--- src/rtl/fetch_unit.sv ---
// ---------------------------------------------------------------------------
// fetch_unit
//
// Purpose: instruction fetch stage for a multi-cycle processor. It holds the
// program counter and instruction register. On request it reads one
// instruction word from memory, and a fetch that is never acknowledged is
// abandoned after a bounded number of cycles.
//
// Ports:
//   clk_i            single clock, all state updates on the rising edge
//   rst_i            synchronous active-high reset
//   start_i          request a fetch at the current PC (honoured in IDLE only)
//   pc_write_i       unconditional PC load (IDLE only)
//   pc_write_cond_i  PC load qualified by zero_i (IDLE only)
//   zero_i           ALU zero flag
//   pc_source_i      next-PC select: 0 alu_result, 1 alu_out, 2 jump_target,
//                    3 rs_data
//   alu_result_i, alu_out_i, rs_data_i   candidate next-PC values
//   mem_ack_i        memory read-data valid strobe
//   mem_data_i       instruction word from memory
//   mem_req_o        memory read request (FETCH only)
//   mem_addr_o       memory read address (PC during FETCH, else 0)
//   pc_o             program counter
//   ir_o             instruction register
//   jump_target_o    {pc[31:28], ir[25:0], 2'b00}
//   ir_valid_o       one-cycle pulse after ir_o has been loaded
//   busy_o           high in any state other than IDLE
//   mem_err_o        one-cycle pulse after a fetch timed out
// ---------------------------------------------------------------------------
module fetch_unit #(
    parameter logic [31:0] RESET_PC    = 32'h0000_0000,
    parameter int unsigned ACK_TIMEOUT = 16
) (
    input  logic        clk_i,
    input  logic        rst_i,
    input  logic        start_i,
    input  logic        pc_write_i,
    input  logic        pc_write_cond_i,
    input  logic        zero_i,
    input  logic [1:0]  pc_source_i,
    input  logic [31:0] alu_result_i,
    input  logic [31:0] alu_out_i,
    input  logic [31:0] rs_data_i,
    input  logic        mem_ack_i,
    input  logic [31:0] mem_data_i,
    output logic        mem_req_o,
    output logic [31:0] mem_addr_o,
    output logic [31:0] pc_o,
    output logic [31:0] ir_o,
    output logic [31:0] jump_target_o,
    output logic        ir_valid_o,
    output logic        busy_o,
    output logic        mem_err_o
);

    // The wait counter only has to reach ACK_TIMEOUT-1, so it is sized for
    // that and never needs to hold ACK_TIMEOUT itself.
    localparam int CW = (ACK_TIMEOUT > 1) ? $clog2(ACK_TIMEOUT) : 1;
    localparam logic [CW-1:0] LAST_WAIT = CW'(ACK_TIMEOUT - 1);

    typedef enum logic [1:0] {
        IDLE  = 2'd0,
        FETCH = 2'd1,
        DONE  = 2'd2
    } fetchState_e;

    fetchState_e   state_q, state_d;
    logic [31:0]   pc_q, pc_d;
    logic [31:0]   ir_q, ir_d;
    logic [CW-1:0] waitCount_q, waitCount_d;
    logic          memErr_q, memErr_d;

    logic [31:0]   jumpTarget;
    logic [31:0]   pcSel;
    logic          pcLoad;

    // The jump target comes from the registered PC, which has already been
    // advanced past the jump instruction, so the upper nibble is that of PC+4.
    assign jumpTarget = {pc_q[31:28], ir_q[25:0], 2'b00};

    // Candidate next PC selected by the controller. The low two bits are
    // cleared so the PC always stays word aligned.
    always_comb begin
        pcSel = 32'h0000_0000;
        case (pc_source_i)
            2'd0:    pcSel = alu_result_i;
            2'd1:    pcSel = alu_out_i;
            2'd2:    pcSel = jumpTarget;
            default: pcSel = rs_data_i;
        endcase
        pcSel[1:0] = 2'b00;
    end

    assign pcLoad = pc_write_i | (pc_write_cond_i & zero_i);

    // Next-state and datapath update logic. PC loads are honoured only in
    // IDLE, where they can coincide with start so the fetch that follows
    // uses the freshly loaded PC. In FETCH an acknowledge captures the
    // instruction and advances the PC. Running out of wait cycles abandons
    // the fetch with PC and IR untouched and raises the error pulse.
    always_comb begin
        state_d     = state_q;
        pc_d        = pc_q;
        ir_d        = ir_q;
        waitCount_d = waitCount_q;
        memErr_d    = 1'b0;
        case (state_q)
            IDLE: begin
                waitCount_d = '0;
                if (pcLoad) begin
                    pc_d = pcSel;
                end
                if (start_i) begin
                    state_d = FETCH;
                end
            end
            FETCH: begin
                if (mem_ack_i) begin
                    ir_d        = mem_data_i;
                    pc_d        = pc_q + 32'd4;
                    waitCount_d = '0;
                    state_d     = DONE;
                end else if (waitCount_q == LAST_WAIT) begin
                    memErr_d    = 1'b1;
                    waitCount_d = '0;
                    state_d     = IDLE;
                end else begin
                    waitCount_d = waitCount_q + 1'b1;
                end
            end
            DONE: begin
                state_d = IDLE;
            end
            default: begin
                state_d     = IDLE;
                waitCount_d = '0;
            end
        endcase
    end

    // State register. Reset is synchronous and overrides every other
    // activity in the same cycle, including an acknowledge mid-fetch.
    always_ff @(posedge clk_i) begin
        if (rst_i) begin
            state_q     <= IDLE;
            pc_q        <= RESET_PC;
            ir_q        <= 32'h0000_0000;
            waitCount_q <= '0;
            memErr_q    <= 1'b0;
        end else begin
            state_q     <= state_d;
            pc_q        <= pc_d;
            ir_q        <= ir_d;
            waitCount_q <= waitCount_d;
            memErr_q    <= memErr_d;
        end
    end

    // Outputs are decoded from the registered state so they are glitch free
    // and line up with the cycle in which each state is occupied.
    assign mem_req_o     = (state_q == FETCH);
    assign mem_addr_o    = (state_q == FETCH) ? pc_q : 32'h0000_0000;
    assign pc_o          = pc_q;
    assign ir_o          = ir_q;
    assign jump_target_o = jumpTarget;
    assign ir_valid_o    = (state_q == DONE);
    assign busy_o        = (state_q != IDLE);
    assign mem_err_o     = memErr_q;

endmodule
--- config.mk ---
export PLATFORM = sky130hd
export DESIGN_NAME = fetch_unit
export DESIGN_NICKNAME = d
export VERILOG_FILES = /design/src/rtl/fetch_unit.sv
export SDC_FILE = /design/constraint.sdc
export NUM_CORES = 1
export LEC_CHECK = 0
export CAP_MARGIN = 5
export CORE_MARGIN = 3
export CORE_UTILIZATION = 35
export DETAILED_ROUTE_END_ITERATION = 10
export GPL_TIMING_DRIVEN = 0
export PLACE_DENSITY = 0.82
export SYNTH_ARGS = -nofsm -noshare
export SYNTH_HDL_FRONTEND = slang
export SYNTH_SLANG_ARGS = --single-unit
--- constraint.sdc ---
create_clock -name clk_i -period 2.2 [get_ports clk_i]
set_clock_uncertainty 0.1 [all_clocks]
set_input_delay 0.66 -clock clk_i [delete_from_list [all_inputs] [get_ports clk_i]]
set_output_delay 0.66 -clock clk_i [all_outputs]
set_load 0.005 [all_outputs]
=== After elaboration in Yosys (flattened, before gate mapping) ===
Cells that the tools add are included.

* Register bits: 71
* Latch bits: 0
* Memory bits (writable): 0
* Memory bits (read-only): 0
* Input bits: 137
* Word-level logic and storage cells: 43
* Memories: 0

* Add/sub/neg operators: 2
* $mul: 0
* Div/mod/pow operators: 0
* Order comparisons: 0
* Equality and inequality tests: 10
* Shift operators: 0
* Mux-type cells: 13
* Bitwise operators: 3
* Reductions and logical operators: 9

{| class="wikitable"
|+ Operators with widths
! kind !! count
|-
| two-way mux 32 bit || 3
|-
| one-hot mux 32 bit (3 select lines) || 1
|-
| one-hot mux 32 bit (2 select lines) || 1
|-
| adder 32 x 3 -> 32 bit (second input constant) || 1
|-
| two-way mux 4 bit || 2
|-
| != test 2 bit (second input constant) || 4
|-
| one-hot mux 4 bit (2 select lines) || 1
|-
| two-way mux 2 bit || 3
|-
| adder 4 x 1 -> 4 bit (second input constant) || 1
|-
| equality test 2 x 1 -> 1 bit (second input constant) || 2
|-
| equality test 2 bit (second input constant) || 2
|-
| equality test 4 bit (second input constant) || 1
|-
| logical NOT 2 bit || 2
|-
| one-hot mux 2 bit (2 select lines) || 1
|-
| AND reduction 2 bit || 2
|-
| AND reduction 4 bit || 1
|-
| nonzero test 2 bit || 2
|-
| != test 3 x 2 -> 1 bit (second input constant) || 1
|-
| AND reduction 3 bit || 1
|-
| OR reduction 3 bit || 1
|-
| bitwise AND 1 bit || 1
|-
| two-way mux 1 bit || 1
|-
| NOT 1 bit || 1
|-
| bitwise OR 1 bit || 1
|}

=== Longest topological paths before layout ===
Gate-level depths: netlist of the first run.

* Depth in word-level cells: 4
* Depth in mapped cells: 10
* Depth with buffers taken out: 6

=== Worst setup path before layout of the first run ===
OpenSTA, ideal clock, no wires.

* Path type: in2reg
* Start point: in pc_source_i[0]
* End point: reg pc_q[29] (netlist: pc_o[29])
* Arrival: 1.937 ns
* Data required time: 1.969 ns
* Slack: 0.032 ns
* Stages on the path: 6
* Cell sequence: buf_6 -> buf_6 -> nor4b_1 -> nor2_1 -> a32oi_1 -> o22ai_1

* Longest elaborated chain between the ends: 4
* Elaborated cells between the ends (all ways): 8

{| class="wikitable"
|+ Ends and longest elaborated chain
! what !! RTL line !! text
|-
| start, declared || 40 || <nowiki>input logic [1:0] pc_source_i,</nowiki>
|-
| equality test 2 bit, or another cell as far along || 85 || <nowiki>case (pc_source_i)</nowiki>
|-
| one-hot mux 32 bit (3 select lines) || 85 ||
|-
| two-way mux 32 bit || 110 || <nowiki>if (pcLoad) begin</nowiki>
|-
| one-hot mux 32 bit (2 select lines) || 107 || <nowiki>case (state_q)</nowiki>
|-
| end signal, assigned || 152 || <nowiki>pc_q <= pc_d;</nowiki>
|-
| end, declared || 68 || <nowiki>logic [31:0] pc_q, pc_d;</nowiki>
|}

Parallel ways exist; a longest one is shown, timed or not. The select of a mux whose other input is x is not followed.
A chain may end at the register's enable or synchronous reset.

=== Worst setup path after layout of the first run ===
* Start point: reg state_q[1]
* End point: out mem_addr_o[14]

* Longest elaborated chain between the ends: 2

{| class="wikitable"
|+ Ends and longest elaborated chain
! what !! RTL line !! text
|-
| start, declared || 67 || <nowiki>fetchState_e state_q, state_d;</nowiki>
|-
| start signal, assigned || 151 || <nowiki>state_q <= state_d;</nowiki>
|-
| equality test 2 x 1 -> 1 bit || 162 || <nowiki>assign mem_addr_o = (state_q == FETCH) ? pc_q : 32'h0000_0000;</nowiki>
|-
| two-way mux 32 bit || 162 ||
|-
| end, declared || 47 || <nowiki>output logic [31:0] mem_addr_o,</nowiki>
|}

No other way between the ends.

==> impl_results.md, run 1 <==
- CTS buffer count: 9
- Share of the synthesized area in the top cell type: 0.301
- Number of top-level pins: 269
- WHS: between 0.3 and 0.4 ns
- Core footprint: 12700 sq um
- Top post-synthesis cells by area: dfxtp_1, mux4_2, nand2_1
- PnR worst setup slack: -0.0916 ns
- Vias/cell: approximately 5.6
- Final nets: roughly 1000
- Remaining DRCs: 0
- Worst min path class: register to register
- Worst-margin pin slew: just over 0.7 ns
- CTS Sinks: between 60 and 70
- YS warnings: 0
- Run status: finished with violations
- Cts hold-fix bufs: 0
- Reg clk slew, reported paths: roughly 0.07 ns
- Failing checks: negative setup slack
- Commonest cells post-synth: nand2_1, dfxtp_1, a21oi_1, buf_4, nor2_1
- Drt pass-1 iters: 6
- Max clock buf depth: 2
- Top-count cell post-synth: nand2_1
- Worst path bufs/invs: 5
- Starting Density: 0.361
- Synth Instances: about 560
- Hold Path Sink: ir_o[30]
- Htree depth: 3
- Final ANT Viol Nets: 0
- Max VDD drop: a little under 0.4 mV
- Worst slack, placed: -0.896 ns
- Cell Area, Synth: about 4600 sq um
- Mean Syn Cell Area: roughly 8.2 sq um
- CTS Root Cell: clkbuf_16
- Critical path's top delay family: buffers and inverters
- Initial antenna violation count: 1
- Routability congestion estimate: about 0.97
- Cell Chain, Critical Path: nand2b_4 > inv_6 > clkbuf_16 > buf_8 > buf_6 > and2_4 > buf_6
- WL final: 21600 um
- WL per Instance: around 21 um
- Vias in the first global route: around 5800
- Minimum clock period: roughly 2.3 ns
- Chip Width: 120 um
- Layout cells sized above 1: 0.279
- Die area: ~15000 sq um
- Worst R2R End: pc_o[30]
- Slew Viols, Final: 0
- 1st-iter DRT viols: between 500 and 600
- Main synth FF type: dfxtp_1
- Placed cells: 989
- Routed via count: between 5000 and 6000
- Cell accounting for the most synthesized area: dfxtp_1
- Leak Pwr: between 0.003 and 0.004 uW
- Crit-path slowest cell: dfxtp_4
- Tcrit/Tclk final: 1.04
- CTS tree: yes
- Worst-path maximum fanout: 5
- GRT Util Overall: 0.284
- Finished Layout Cells: between 1000 and 1500
- Fin. Hold Viols: 0
- Critical path required time: approximately 1.4 ns
- # rows: 41
- Largest net degree at the start of global routing: 17
- Maximum clock frequency: approximately 440 MHz
- PortBufs: ~250
- Die H: between 100 and 150 um
- Number of antenna diodes: 0
- Startpoint Class: register
- Worst R2R Setup Slack: 0.02 ns
- Reg2reg path depth: 6
- EDFF count, synth: 0
- Yosys cell types: 60
- FF+latch count, synth: between 60 and 70
- Seq/Total Area, Yosys: 0.301
- Max Cap Viol: 0
- Ys async rst share: 0
- Area Overhead vs Synth: 79.4%
- Kind of critical path: register to output pin
- Pwr per Cell Area: about 530 nW/um^2
- CP Launch Point: state_q[1]
- Setup TNS: -0.317 ns
- Clock latency on the worst-skew pair: 0.34 ns
- Setup violations, final: 11
- RSZ-0062 raised after global routing: true
- First-pass GRT wire length: 32200 um
- CP arrival: 1.53 ns
- GR Overflow Total: 0
- Hold Path Origin: ir_o[30]
- Worst path most repeated cell: buf_6
- FF-to-FF Start: pc_o[3]
- Slowest stage delay, CP: approximately 0.36 ns
- Detail Placement HPWL: 15500 um
- Slew margin rel.: 0.526
- Hold Path Cell Cnt: 2
- CP endpoint kind: output pin
## layer usage
metal	part of all wire	vias to the layer above	global-route usage	routed length, um
met3	0.11	127	0.0776	2310
met1	0.37	2682	0.343	8010
li1	-	2596	-	-
met4	0.048	2	0.116	1050
met2	0.47	459	0.477	10200
met5	0.00060	-	0	13
## sequential cells by signal, indices dropped and copies added (netlist names)
signal and flops:
ir_o 32, mem_err_o 1, pc_o 30, state_q 2
waitCount_q 4
## metrics by stage
step	utilization	total power [uW]	instance area [sq um]
global route	0.647	4500	8230
global placement	0.578	2650	7350
detailed placement	0.578	2670	7350
floorplan	-	1980	4610
finish	0.647	4350	8230
CTS	0.640	4300	8150
## timing repair
item | in CTS | in global routing
gates resized for setup | 234 | 35
cloned | 4 | 0
buffers inserted | 31 | 10
hold endpoints to repair | 0 | 0
endpoints found under the setup margin | 66 | 61
pin swaps | 10 | 2
## cells by family after synthesis
logic type | count (synthesis) | share of synthesized area
multiplexers | 36 | 0.149
AO/OA/AOI/OAI | 120 | 0.164
AND/OR/NAND/NOR | 242 | 0.264
other | 1 | 0.000817
XOR/XNOR | 1 | 0.00191
buffers and inverters | 88 | 0.114
flip-flops | 69 | 0.301
adder cells (fa/ha/maj) | 2 | 0.00545
## worst min-delay path, stage by stage, from the launching register on
cell	delay (ns)
dfxtp_1	0.31
nand2_1	0.05
a21oi_1	0.05
## report_power, final
part	switching (uW)	internal (uW)
registers	154	1340
logic	571	813
clock network	667	808
## final cells by class
cell class	instances	area, sq um
inverter	7	33.8
tap	172	215
clock buffer	9	225
fill	1081	4490
sequential	69	1410
clock inverter	7	71.3
timing repair buffer	293	2850
multi-input combinational	408	2850
buffer	75	587
## cells in the final DEF (no fill, tap or decap), types with 3 or more instances in the layout
cell             netlist  final
buf_4                 36     66
clkbuf_16              0     11
clkbuf_1              20     10
buf_1                  5      5
dlygate4sd2_1          0      5
inv_6                  0      4
and2_1                29      9
and2_4                 0     20
dfxtp_1               69     52
dfxtp_2                0     16
mux4_2                26     26
a21oi_1               52     51
nor2_4                 1      3
or4_1                  5      5
a211oi_1               5      4
buf_6                  5     35
a21o_1                 3      3
nand3_1               19     19
a22oi_1                9      9
o21ai_0               15     15
clkdlybuf4s50_1        0    216
nand2_1              101    100
inv_8                  0      4
mux2i_1               10     10
nor3_1                14     11
nor2_2                 0      3
and4_1                 3      3
conb_1                 1      6
nand4_1               12     12
nor2_1                33     29
a31oi_1                8      8
buf_12                 0      3
buf_2                 15     16
o22ai_1                5      5
clkbuf_2               0      5
inv_1                  6      5
o31a_1                 3      3
nor2b_1                4      3
## how the worst max path moves through the flow
stage | depth (start not counted) | to
6_report | 7 | mem_addr_o[14]
5_1_grt | 7 | mem_addr_o[14]
4_1_cts | 8 | mem_addr_o[7]
3_5_place_dp | 8 | mem_addr_o[7]
3_3_place_gp | 8 | mem_addr_o[7]
2_1_floorplan | 6 | pc_o[29]
No activity file was read; power rests on OpenSTA's default activity.
==> run 2, diff against run 1 <==
--- a/config.mk
+++ b/config.mk
@@ -9,6 +9,7 @@
 export CORE_MARGIN = 3
 export CORE_UTILIZATION = 35
 export DETAILED_ROUTE_END_ITERATION = 10
+export GPL_ROUTABILITY_DRIVEN = 0
 export GPL_TIMING_DRIVEN = 0
 export PLACE_DENSITY = 0.82
 export SYNTH_ARGS = -nofsm -noshare
==> run 2 against run 1 <==
Compared with the run above: the run still ends with negative setup slack left; non-clock buffer count decreased by 15; first-iteration DRC count down 5.0%; core utilization is 1.4 points lower; clock power is 4% higher; critical endpoint is now mem_addr_o[2]; highest routed layer unchanged.
==> impl_results.md, run 2 (same netlist as run 1, synthesis figures left out) <==
- Run status: finished with violations
- Failing checks: negative setup slack
- CP endpoint kind: output pin
- Reg clk slew, reported paths: ~0.06 ns
- Worst R2R End: pc_o[12]
- Detail Placement HPWL: 15300 um
- Tcrit/Tclk final: 1.04
- 1st-iter DRT viols: between 500 and 600
- Finished Layout Cells: 1024
- Reg2reg path depth: 8
- CP endpoint: mem_addr_o[2]
- Layout cells sized above 1: 0.249
- Worst-path maximum fanout: 5
- Setup TNS: -0.817 ns
- Max Cap Viol: 0
- Drt pass-1 iters: 7
- Tot Pwr: approximately 4300 uW
- RSZ-0062 raised after global routing: true
- Critical path required time: about 1.4 ns
- Startpoint Class: register
- Hold Path Cell Cnt: 2
- Starting Density: 0.361
- # rows: approximately 40
- Largest register FFs: 32
- WL final: 20600 um
- CTS tree: yes
- Minimum clock period: roughly 2.3 ns
- Placed cells: 989
- Most common cell after layout, fill and taps aside: clkdlybuf4s50_1
- CTS buffer count: 9
- Vias in the first global route: 5611
- Leak Pwr: roughly 0.0032 uW
- Final Util: 0.633
- Die area: around 15000 sq um
- Max VDD drop: between 0.3 and 0.4 mV
- GR Overflow Total: 0
- CP Launch Point: state_q[1]
- Initial antenna violation count: 1
- Die H: 120 um
- Clock latency on the worst-skew pair: about 0.33 ns
- Final ANT Viol Nets: 0
- Area Overhead vs Synth: 75.5%
- Kind of critical path: register to output pin
- Final nets: 986
- Number of antenna diodes: 0
- First-pass GRT wire length: slightly above 30000 um
- Setup violations, final: 15
- Number of top-level pins: roughly 270
- Core footprint: approximately 13000 sq um
- PortBufs: around 250
- Slew Viols, Final: 0
- CP arrival: 1.53 ns
- Multi-input logic area: roughly 2800 sq um
- Max clock buf depth: 2
- Commonest cells after routing, fill and taps aside: clkdlybuf4s50_1, nand2_1, buf_4, dfxtp_1, a21oi_1
- WL per Instance: about 20 um
- Htree depth: 3
- Largest net degree at the start of global routing: 15
- Chip Width: 120 um
- Worst-margin pin slew: just under 0.7 ns
- Fillers: approximately 1100
- PnR worst setup slack: -0.0909 ns
- Worst R2R Setup Slack: roughly 0.080 ns
- Maximum clock frequency: around 440 MHz
- CTS Sinks: about 70
- GRT Util Overall: 0.268
- Worst min path class: register to register
- CTS Root Cell: clkbuf_16
- FF-to-FF Start: state_q[0]
- Routed via count: approximately 5700
- Reg area: ~1400 sq um
- Pwr per Cell Area: 536 nW/um^2
- Vias/cell: around 5.6
- Slew margin rel.: 0.540
- Remaining DRCs: 0
- Fin. Hold Viols: 0
-- run 2: cell count changes in the layout (fill, tap and decap cells not counted), moves of 3 or more --
cell / before / now
inv_8: 4 / 0
dfxtp_2: 16 / 11
clkdlybuf4s15_2: 0 / 4
buf_6: 35 / 22
and2_4: 20 / 17
and2_1: 9 / 13
dfxtp_1: 52 / 57
buf_4: 66 / 57
dlygate4sd2_1: 5 / 9
-- run 2: metrics by stage --
| step | hold WS (ns) | area (sq um) | setup WS (ns) |
|---|---|---|---|
| after global placement | 0.341 | 7350 | -0.871 |
| final | 0.354 | 8050 | -0.0909 |
| after global routing | 0.375 | 8050 | -0.112 |
| after detailed placement | 0.348 | 7350 | -0.902 |
| after CTS | 0.357 | 7890 | -0.196 |
| after floorplan | 0.353 | 4610 | 0.0323 |
-- run 2: area by class of cell --
type                            count  share of cell area
Multi-Input combinational cell    407               0.351
Inverter                            7             0.00357
Buffer                             75              0.0705
Sequential cell                    69               0.174
Clock inverter                      7              0.0101
Clock buffer                        9              0.0280
Tap cell                          172              0.0267
Timing Repair Buffer              278               0.336
-- run 2: worst min path at each step --
stage / startpoint / endpoint / slack, ns
floorplan: ir_o[26] / ir_o[26] / 0.35
global placement: ir_o[26] / ir_o[26] / 0.34
detailed placement: ir_o[27] / ir_o[27] / 0.35
CTS: ir_o[27] / ir_o[27] / 0.36
global route: ir_o[30] / ir_o[30] / 0.37
finish: ir_o[27] / ir_o[27] / 0.35
-- run 2: metal layers --
layer	routed length, um	up-vias	part of all wire	track usage
li1	-	2554	-	-
met1	7530	2617	0.37	0.331
met2	9950	435	0.48	0.451
met3	2230	96	0.11	0.0645
met4	865	2	0.042	0.106
met5	13	-	0.00063	0
-- run 2: power by group --
| part | internal (uW) | switching (uW) |
|---|---|---|
| clock network | 895 | 632 |
| logic | 769 | 533 |
| registers | 1340 | 150 |
| total | 3000 | 1320 |
-- run 2: critical path, cell delays in order (launching register included) --
cell	delay, ns
dfxtp_4	0.35
nand2b_4	0.14
inv_4	0.05
buf_8	0.13
clkbuf_16	0.15
buf_8	0.13
and2_4	0.15
buf_6	0.11
-- run 2: timing repair --
action                     4_1_cts  5_1_grt
pin swaps                        3        3
cloned                           1        0
setup endpoints to repair       64       57
hold buffers                     0        0
buffers inserted                13       11
gates resized for setup        173       49
